## src/rtl/briskv_mem_arbiter.sv

```systemverilog
// Two-port arbiter sharing one single-port synchronous RAM between instruction fetch (port 0)
// and the data path (port 1). One access per cycle; read data is routed back to the issuer.
module briskv_mem_arbiter #(
  parameter int unsigned ADDR_WIDTH = 12,
  parameter int unsigned FIXED_PRIO = 0
) (
  input  logic                  CLK,
  input  logic                  RESET,
  input  logic                  p0_req,
  input  logic [ADDR_WIDTH-1:0] p0_addr,
  input  logic [31:0]           p0_wdata,
  input  logic [3:0]            p0_wmask,
  output logic                  p0_gnt,
  output logic                  p0_rvalid,
  output logic [31:0]           p0_rdata,
  input  logic                  p1_req,
  input  logic [ADDR_WIDTH-1:0] p1_addr,
  input  logic [31:0]           p1_wdata,
  input  logic [3:0]            p1_wmask,
  output logic                  p1_gnt,
  output logic                  p1_rvalid,
  output logic [31:0]           p1_rdata,
  output logic [ADDR_WIDTH-1:0] mem_addr,
  output logic [31:0]           mem_wdata,
  output logic [3:0]            mem_wmask,
  output logic                  mem_ren,
  input  logic [31:0]           mem_rdata
);

  logic last_gnt_q, last_gnt_d;
  logic rd_pend_q, rd_pend_d;
  logic rd_owner_q, rd_owner_d;

  always_ff @(posedge CLK) begin
    if (RESET) begin
      // Pretend port 1 won last so port 0 takes the first contention.
      last_gnt_q <= 1'b1;
      rd_pend_q  <= 1'b0;
      rd_owner_q <= 1'b0;
    end else begin
      last_gnt_q <= last_gnt_d;
      rd_pend_q  <= rd_pend_d;
      rd_owner_q <= rd_owner_d;
    end
  end

  always_comb begin
    p0_gnt = 1'b0;
    p1_gnt = 1'b0;
    if (!RESET) begin
      if (p0_req && p1_req) begin
        if (FIXED_PRIO != 0) begin
          p1_gnt = 1'b1;
        end else if (last_gnt_q) begin
          p0_gnt = 1'b1;
        end else begin
          p1_gnt = 1'b1;
        end
      end else if (p0_req) begin
        p0_gnt = 1'b1;
      end else if (p1_req) begin
        p1_gnt = 1'b1;
      end
    end
  end

  always_comb begin
    mem_addr  = p1_gnt ? p1_addr : p0_addr;
    mem_wdata = p1_gnt ? p1_wdata : p0_wdata;
    mem_wmask = 4'b0000;
    if (p0_gnt) begin
      mem_wmask = p0_wmask;
    end else if (p1_gnt) begin
      mem_wmask = p1_wmask;
    end
    mem_ren = (p0_gnt && (p0_wmask == 4'b0000)) || (p1_gnt && (p1_wmask == 4'b0000));
  end

  always_comb begin
    last_gnt_d = last_gnt_q;
    if (p0_gnt) begin
      last_gnt_d = 1'b0;
    end else if (p1_gnt) begin
      last_gnt_d = 1'b1;
    end
    rd_pend_d  = mem_ren;
    rd_owner_d = mem_ren ? p1_gnt : rd_owner_q;
  end

  // RESET masks a return still in flight from the grant just before it.
  always_comb begin
    p0_rvalid = !RESET && rd_pend_q && !rd_owner_q;
    p1_rvalid = !RESET && rd_pend_q && rd_owner_q;
    p0_rdata  = mem_rdata;
    p1_rdata  = mem_rdata;
  end

endmodule

```

## config.mk

```make
export PLATFORM = sky130hd
export DESIGN_NAME = briskv_mem_arbiter
export DESIGN_NICKNAME = d
export VERILOG_FILES = /design/src/rtl/briskv_mem_arbiter.sv
export SDC_FILE = /design/constraint.sdc
export NUM_CORES = 1
export LEC_CHECK = 0
export CAP_MARGIN = 5
export CORE_AREA = 2 2 96 98
export DETAILED_ROUTE_END_ITERATION = 12
export DIE_AREA = 0 0 98 100
export PLACE_DENSITY = 0.66
export RECOVER_POWER = 50
export SLEW_MARGIN = 20
export SYNTH_ARGS = -nofsm -noshare
export SYNTH_HDL_FRONTEND = slang
export SYNTH_SLANG_ARGS = --single-unit
```

## constraint.sdc

```tcl
create_clock -name CLK -period 2.55 [get_ports CLK]
set_input_delay 0.255 -clock CLK [delete_from_list [all_inputs] [get_ports CLK]]
set_output_delay 0.255 -clock CLK [all_outputs]
set_load 0.02 [all_outputs]
```

After elaboration in Yosys (flattened, before gate mapping)
Cells that the tools add are included.
{"block": "totals", "out_inout_bits": 117, "n_memories": 0, "ramBits": 0, "romBits": 0, "wordCells": 30, "latchBits": 0, "register_bits": 3}
{"block": "op_classes", "multipliers": 0, "n_eq_ne": 0, "order_cmp": 0, "n_div": 0, "addsub": 0, "n_bitwise": 0, "reduce_logical": 12, "shifts": 0, "mux": 15}
{"op": "$mux W32", "count": 1}
{"op": "$mux W12", "count": 1}
{"op": "$mux W1", "count": 11}
{"op": "$logic_not A4 Y1", "count": 2}
{"op": "$mux W4", "count": 2}
{"op": "$logic_and A1 B1 Y1", "count": 6}
{"op": "$logic_not A1 Y1", "count": 2}
{"op": "$reduce_bool A2 Y1", "count": 1}
{"op": "$logic_or A1 B1 Y1", "count": 1}

Depth between registers and ports, before layout
Gate-level depths: netlist of run 1.
{"block": "depth", "depth_word": 6, "mapped_depth": 4, "depth_no_buf": 4}

Worst setup path after synthesis of run 1
Ideal clock, no wire load.
{"block": "synth_path", "path_kind": "register to output", "start": "reg last_gnt_q", "end": "out mem_wmask[0]", "path_stages_with_launch": 5, "path_buffers": 1, "slack_ns": 1.096, "arrival_time_ns": 1.199, "cell_sequence": "dfxtp_1 > nand2b_1 > and3_1 > clkbuf_1 > a22o_1"}
{"block": "synth_between", "elab_cells_between_ends": 8, "classes_between": "mux (8)"}
{"element": "start: declaration", "line": "30", "source": "logic last_gnt_q, last_gnt_d;"}
{"element": "start signal: assignment", "line": "41", "source": "last_gnt_q <= last_gnt_d;"}
{"element": "$mux W1", "line": "54", "source": "end else if (last_gnt_q) begin"}
{"element": "$mux W1", "line": "51", "source": "if (p0_req && p1_req) begin"}
{"element": "$mux W1", "line": "50", "source": "if (!RESET) begin"}
{"element": "named net p0_gnt", "line": "13", "source": "output logic p0_gnt,"}
{"element": "$mux W4", "line": "71", "source": "if (p0_gnt) begin"}
{"element": "end: declaration", "line": "25", "source": "output logic [3:0] mem_wmask,"}
The timed path passes the listed nets, and every way through them passes these cells.

Worst setup path after layout of run 1
{"block": "layout_path", "start": "in p0_req", "end": "out mem_addr[11]"}
{"block": "layout_between", "elab_chain_cells": 4, "elab_cells_between_ends": 5, "classes_between": "mux (4); reduce/logical (1)"}
{"element": "start: declaration", "line": "9", "source": "input logic p0_req,"}
{"element": "$mux W1 / $logic_and A1 B1 Y1 (equally long branches)", "line": "59, 51"}
{"element": "$mux W1 (*)", "line": "51"}
{"element": "$mux W1 (*)", "line": "50"}
{"element": "$mux W12 (*)", "line": "68", "source": "mem_addr = p1_gnt ? p1_addr : p0_addr;"}
{"element": "end: declaration", "line": "23", "source": "output logic [ADDR_WIDTH-1:0] mem_addr,"}
Mark *: on every way between the ends. The rest lies on a longest branch, timed or not.

==> results of run 1 <==
cell families after synthesis:
logic type | synth area share (%)
buf+inv | 38.8
mux | 46.7
simple gates | 5.34
compound gates | 4.88
flops | 4.34
final timing paths:
path | start | end | slack, ns | cells after the start
worst min register to register | rd_owner_q | rd_owner_q | 0.48 | 2
worst max-delay path | p0_req | mem_addr[11] | 0.15 | 6
worst max register to register | last_gnt_q | rd_pend_q | 1.50 | 3
worst min-delay path | rd_owner_q | rd_owner_q | 0.48 | 2
state kept, by name, summed over array words and instances, names as in the netlist:
register    flops
rd_owner_q      1
last_gnt_q      1
rd_pend_q       1
metal layers:
metal / global-route usage (%) / vias to the layer above / part of all wire (%)
li1: - / 596 / -
met1: 8.29 / 562 / 33
met2: 17.0 / 96 / 54
met3: 3.20 / 10 / 12
met4: 3.10 / 0 / 1.1
met5: 0 / - / 0
cells in the final DEF (no fill, tap or decap):
cell type,n
a21bo_2,2
a22o_1,4
a22oi_1,1
and3_1,2
buf_12,2
buf_4,6
clkbuf_1,1
clkbuf_8,3
clkdlybuf4s50_1,152
dfxtp_1,3
inv_1,1
inv_2,1
mux2_2,4
mux2_4,40
nand2_1,3
nand2b_1,1
nand3_4,1
nand4_1,1
nor3b_1,1
nor4_1,2
o21ai_0,1
report_power, final:
group	internal, mW	switching [mW]	total, mW
Clock	0.106	0.0305	0.137
Combinational	0.323	0.170	0.493
Sequential	0.0490	0.000940	0.0500
Total	0.478	0.201	0.679
area by class of cell:
cell class / instances / area, sq um / share of cell area [%]
clock buffers: 4 / 45.0 / 1.70
inverters: 2 / 7.51 / 0.284
multi-input cells: 63 / 787 / 29.8
flip-flops and latches: 3 / 60.1 / 2.27
well taps: 111 / 139 / 5.25
repair buffers: 160 / 1610 / 60.7
worst min-delay path, cell delays in order, from the launching register on:
cell     delay, ns
dfxtp_1       0.31
nand2_1       0.06
a22oi_1       0.05
==> flow_summary_export.csv, run 1 <==
group,metric,value,unit
outcome,status,"complete, no violations",
clocking,cts_setup_buffers,0,
finish,finalNetCount,365,
grt,grt_pass1_vias,1278,
power,power,679,uW
sta,whs,0.482,ns
synthesis,syn_area_per_cell,10.1,sq um
placement,place_area,2600,sq um
power,power_density,257,nW/um^2
synthesis,synthTopCellsByCount,"buf_4, mux2_4, a22o_1, buf_6, mux2_2",
critical_path,path_delay_family,"buffers and inverters",
synthesis,async_flop_share,0,%
grt,grt_max_degree,18,
clocking,clkTransAtPathRegs,0.03,ns
route,vias,1264,
sta,setup_ws,0.150,ns
floorplan,core,8890,sq um
critical_path,worstPathCellList,"clkdlybuf4s50_1 > nand2_1 > nand3_4 > buf_12 > mux2_2 > clkdlybuf4s50_1",
route,viasPerCell,3.69,
synthesis,synth_edf_count,0,
sta,rsz0062_at_grt,"false",
flow_run,maxCapViolCount,0,
synthesis,synth_top_area_share,43.4,%
critical_path,slowest_stage,"clkdlybuf4s50_1",
synthesis,yosysSeqAreaShare,4.34,%
synthesis,ys_top_cells_by_area,"mux2_4, buf_4, dfxtp_1, buf_6, mux2_2",
clocking,cts_root_buf,"clkbuf_8",
route,drt_iter0_markers,8,
route,routedWlPerCell,13.8,um
placement,place_congestion,0.716,
placement,hpwl,4.24,mm
floorplan,start_util,15.6,%
clocking,cts_buffers,3,
sta,min_period,2.40,ns
sta,worst_pin_slew,0.297,ns
placement,port_buffers,152,
synthesis,synth_area_leader_cell,"mux2_4",
grt,overflow,0,
finish,n_antenna_cell,0,
grt,grt_pass1_wl,6.71,mm
power,ir_worst_vdd,0.134,mV
clocking,htreeDepth,1,
route,drtAntennaViolNets,0,
floorplan,fp.dieArea,9800,sq um
critical_path,cp_max_fo,11,
finish,final-instance-count-excl-fill,343,
route,drcViolationCount,0,
route,routed_wl,4.72,mm
synthesis,ys_ff_latch,3,
critical_path,critPathMostFrequentCell,"clkdlybuf4s50_1",
synthesis,yosysWarnings,0,
sta,slew_violations,0,
route,dr.pass1.iters,3,
clocking,clock_latency,0.22,ns
finish,fin_util,29.8,%
floorplan,die_h,100,um
placement,post-place-ws,0.119,ns
clocking,cts_max_path_buffers,2,
sta,relSlewSlack,80.2,%
critical_path,critical_path_arrival,2.14,ns
finish,drive_above_1_share,25.4,%
critical_path,cp.required,2.30,ns
sta,fin_crit_sh,94.1,%
synthesis,syn-num-nets,269,
grt,antenna_found_initial,0,
critical_path,critPathLaunchType,"primary input",
sta,fin_tns_setup,0,ns
critical_path,critical_path_class,"in -> out",
finish,fill_cells,912,
sta,hold_viol,0,
sta,setup_viol,0,
critical_path,slowest_delay,0.54,ns
clocking,cts_resized,0,
finish,syn_to_final_growth,91.1,%
synthesis,ys_types,19,
power,p_leak,1.15,nW
clocking,cts_hold_buf,0,
clocking,cts.sinks,3,
sta,fin_skew,0.00109,ns
synthesis,syn_inst,137,
clocking,cts_tree,"yes",
finish,stdcell_area,2650,sq um
synthesis,syn_area,1380,sq um
floorplan,io-pin-count,249,
floorplan,fp-row-count,35,
synthesis,yosysMostFrequentCell,"buf_4",
placement,dp_cells,339,
critical_path,worstSetupEndpointType,"output port",
synthesis,ys.flop_type,"dfxtp_1",
min_path,hp-class,"reg -> reg",
sta,max_freq,417,MHz
grt,grt_usage,8.70,%
critical_path,critPathBufInv,3,
floorplan,die_w,98,um
Power figures use the tool's default switching activity.
==> run 2, diff against run 1 <==
--- a/config.mk
+++ b/config.mk
@@ -5,11 +5,13 @@
 export SDC_FILE = /design/constraint.sdc
 export NUM_CORES = 1
 export LEC_CHECK = 0
+export ABC_AREA = 1
 export CAP_MARGIN = 5
 export CORE_AREA = 2 2 96 98
 export DETAILED_ROUTE_END_ITERATION = 12
 export DIE_AREA = 0 0 98 100
-export PLACE_DENSITY = 0.66
+export GPL_ROUTABILITY_DRIVEN = 0
+export PLACE_DENSITY_LB_ADDON = 0.2
 export RECOVER_POWER = 50
 export SLEW_MARGIN = 20
 export SYNTH_ARGS = -nofsm -noshare
==> run 2 against run 1 <==
  * Total power down 2.3%
  * Die area unchanged
  * Hold slack got worse by 0.0015 ns
  * Clock power barely moved
  * Synthesized cell count rose by 82%
  * Critical path depth up 1
  * Count of clock-buffer cells in the layout unchanged
  * First-iteration DRC count rose to 3.4 times the previous value
  * Global-route usage grew 0.68 points
  * Combinational power down 4%
==> flow_summary_export.csv, run 2 <==
group,metric,value,unit
clocking,cts_root_buf,"clkbuf_8",
synthesis,synth-compound-area-share,2.68,%
min_path,min_path_cells,2,
placement,place_area,2440,sq um
floorplan,die_w,98,um
critical_path,critPathLaunchType,"primary input",
floorplan,fp-row-count,35,
synthesis,synthSimpleGateAreaFrac,45.5,%
synthesis,ys_top_cells_by_area,"nand2_1, buf_4, buf_6, dfxtp_1, o21ai_0",
synthesis,ys.flop_type,"dfxtp_1",
synthesis,synth_top_family_by_area,"buffers and inverters",
critical_path,slowest_delay,0.65,ns
placement,port_buffers,152,
synthesis,ys_types,14,
sta,max_freq,426,MHz
sta,fin_crit_sh,92.0,%
power,clkPwrFrac,20.9,%
sta,relSlewSlack,83.0,%
power,power.switching,231,uW
finish,layout_common_cells,"clkdlybuf4s50_1, nand2_1, inv_1",
floorplan,start_util,14.7,%
min_path,holdCritStartpoint,"rd_owner_q",
placement,hpwl,4.14,mm
power,comb_power_share,71.5,%
sta,rsz0062_at_grt,"false",
critical_path,rr_startpoint,"last_gnt_q",
critical_path,critical_path_class,"in -> out",
min_path,whs_endpoint,"rd_owner_q",
power,seq_power_share,7.6,%
synthesis,syn_area,1310,sq um
sta,worst_pin_slew,0.254,ns
power,power_density,267,nW/um^2
sta,slew_violations,0,
sta,setup_viol,0,
finish,finalNetCount,468,
finish,drive_above_1_share,3.28,%
clocking,clkTransAtPathRegs,0.03,ns
synthesis,async_flop_share,0,%
route,drt_iter0_markers,27,
route,drtAntennaViolNets,0,
synthesis,synth-xor-area-share,0,%
sta,min_period,2.35,ns
clocking,htreeDepth,1,
power,power,664,uW
synthesis,yosysMostFrequentCell,"nand2_1",
power,sw_frac_of_total,34.8,%
power,intPower,433,uW
synthesis,yosysWarnings,0,
critical_path,worstSetupEndpointType,"output port",
synthesis,syn_inst,249,
outcome,status,"complete, no violations",
route,vias,1642,
sta,hold_viol,0,
power,p_leak,1.14,nW
synthesis,syn-num-nets,381,
clocking,cts.sinks,3,
floorplan,io-pin-count,249,
synthesis,synth_area_leader_cell,"nand2_1",
finish,final_common_cell,"clkdlybuf4s50_1",
min_path,hp-class,"reg -> reg",
clocking,clock_latency,0.22,ns
grt,grt_pass1_wl,7.60,mm
route,routed_wl,4.92,mm
synthesis,synthTopCellsByCount,"nand2_1, buf_4, buf_6, inv_1, nor2_1",
clocking,cts_max_path_buffers,2,
route,viasPerCell,3.68,
clocking,cts_setup_buffers,0,
finish,stdcell_area,2490,sq um
synthesis,muxShareOfSynthArea,0,%
critical_path,cp_max_fo,21,
clocking,cts_resized,0,
grt,grt_max_degree,26,
power,ir_worst_vdd,0.182,mV
grt,overflow,0,
floorplan,core,8890,sq um
critical_path,ff2ff_setup_slack,1.47,ns
critical_path,critPathMostFrequentCell,"clkdlybuf4s50_1",
critical_path,cp.required,2.30,ns
critical_path,slowest_stage,"clkdlybuf4s50_1",
critical_path,worstRegToRegCells,6,
grt,grt_usage,9.37,%
route,routedWlPerCell,11.0,um
finish,syn_to_final_growth,90.2,%
critical_path,regToRegEndpoint,"rd_owner_q",
floorplan,fp.dieArea,9800,sq um
synthesis,synth_adder_area_share,0,%
sta,fin_tns_setup,0,ns
synthesis,ys_ff_latch,3,
flow_run,maxCapViolCount,0,
critical_path,critical_path_arrival,2.09,ns
synthesis,synth_top_area_share,41.3,%
clocking,cts_buffers,3,
grt,grt_pass1_vias,1638,
synthesis,syn_area_per_cell,5.25,sq um
synthesis,yosysSeqAreaShare,4.59,%
synthesis,synth_edf_count,0,
route,dr.pass1.iters,4,
sta,fin_skew,0.00228,ns
clocking,cts_hold_buf,0,
clocking,cts_tree,"yes",
critical_path,worstPathCellList,"clkdlybuf4s50_1 > nand2_2 > nor2_4 > buf_4 > nand2_1 > o21ai_0 > clkdlybuf4s50_1",
grt,antenna_found_initial,0,
floorplan,die_h,100,um
finish,n_antenna_cell,0,
route,drcViolationCount,0,
finish,top_regs,"last_gnt_q x1, rd_owner_q x1, rd_pend_q x1",
[run 2: cell types whose count changed in the layout (fill, tap and decap cells not counted), sizes merged, moves of 4 or more]
cell,before,now
o21ai,1,6
nand2,3,145
inv,2,10
mux2,44,0
buf,8,4
a22o,4,0
nor2,0,8
[run 2: how the worst max path moves through the flow]
stage,startpoint,to,slack [ns],cells past startpoint
final,p1_req,mem_ren,0.20,7
after global routing,RESET,mem_ren,0.04,8
after CTS,p1_req,mem_ren,0.17,7
after detailed placement,p1_req,mem_ren,0.19,7
after global placement,p1_req,mem_ren,0.19,7
after floorplan,last_gnt_q,mem_wmask[0],1.15,6
[run 2: critical path, delay by kind of cell]
family / cells / cell delay (ns)
AND/OR/NAND/NOR: 3 / 0.32
AO/OA/AOI/OAI: 1 / 0.09
buffers and inverters: 3 / 1.42
[run 2: area by class of cell]
cell class | count | area, sq um
clock buffers | 4 | 45.0
inverters | 10 | 37.5
fillers | 998 | 6400
flip-flops and latches | 3 | 60.1
multi-input cells | 162 | 629
repair buffers | 156 | 1580
well taps | 111 | 139
[run 2: cells by family after synthesis]
logic type / Yosys count
AO/OA/AOI/OAI: 7
buffers and inverters: 84
flip-flops: 3
AND/OR/NAND/NOR: 155
[run 2: routing by layer]
layer,global-route usage [%],vias to the layer above,wire length [um]
met4,6.20,0,283
met5,0,-,0
met3,3.41,33,603
li1,-,847,-
met1,9.31,661,1700
met2,16.5,101,2330
[run 2: power by group through the flow]
stage / Sequential (mW) / Clock (mW) / Combinational (mW)
floorplan: 0.0507 / 0 / 0.331
global placement: 0.0510 / 0 / 0.479
detailed placement: 0.0510 / 0 / 0.479
CTS: 0.0504 / 0.142 / 0.482
global route: 0.0507 / 0.147 / 0.514
finish: 0.0504 / 0.139 / 0.474
[run 2: metrics by stage]
step	util, %	hold slack, ns	worst slack (ns)	instances
2_1_floorplan	-	0.389	1.15	249
3_3_place_gp	27.5	0.493	0.195	442
3_5_place_dp	27.5	0.484	0.187	442
4_1_cts	28.0	0.489	0.171	446
5_1_grt	28.0	0.510	0.0415	446
6_report	28.0	0.480	0.204	446
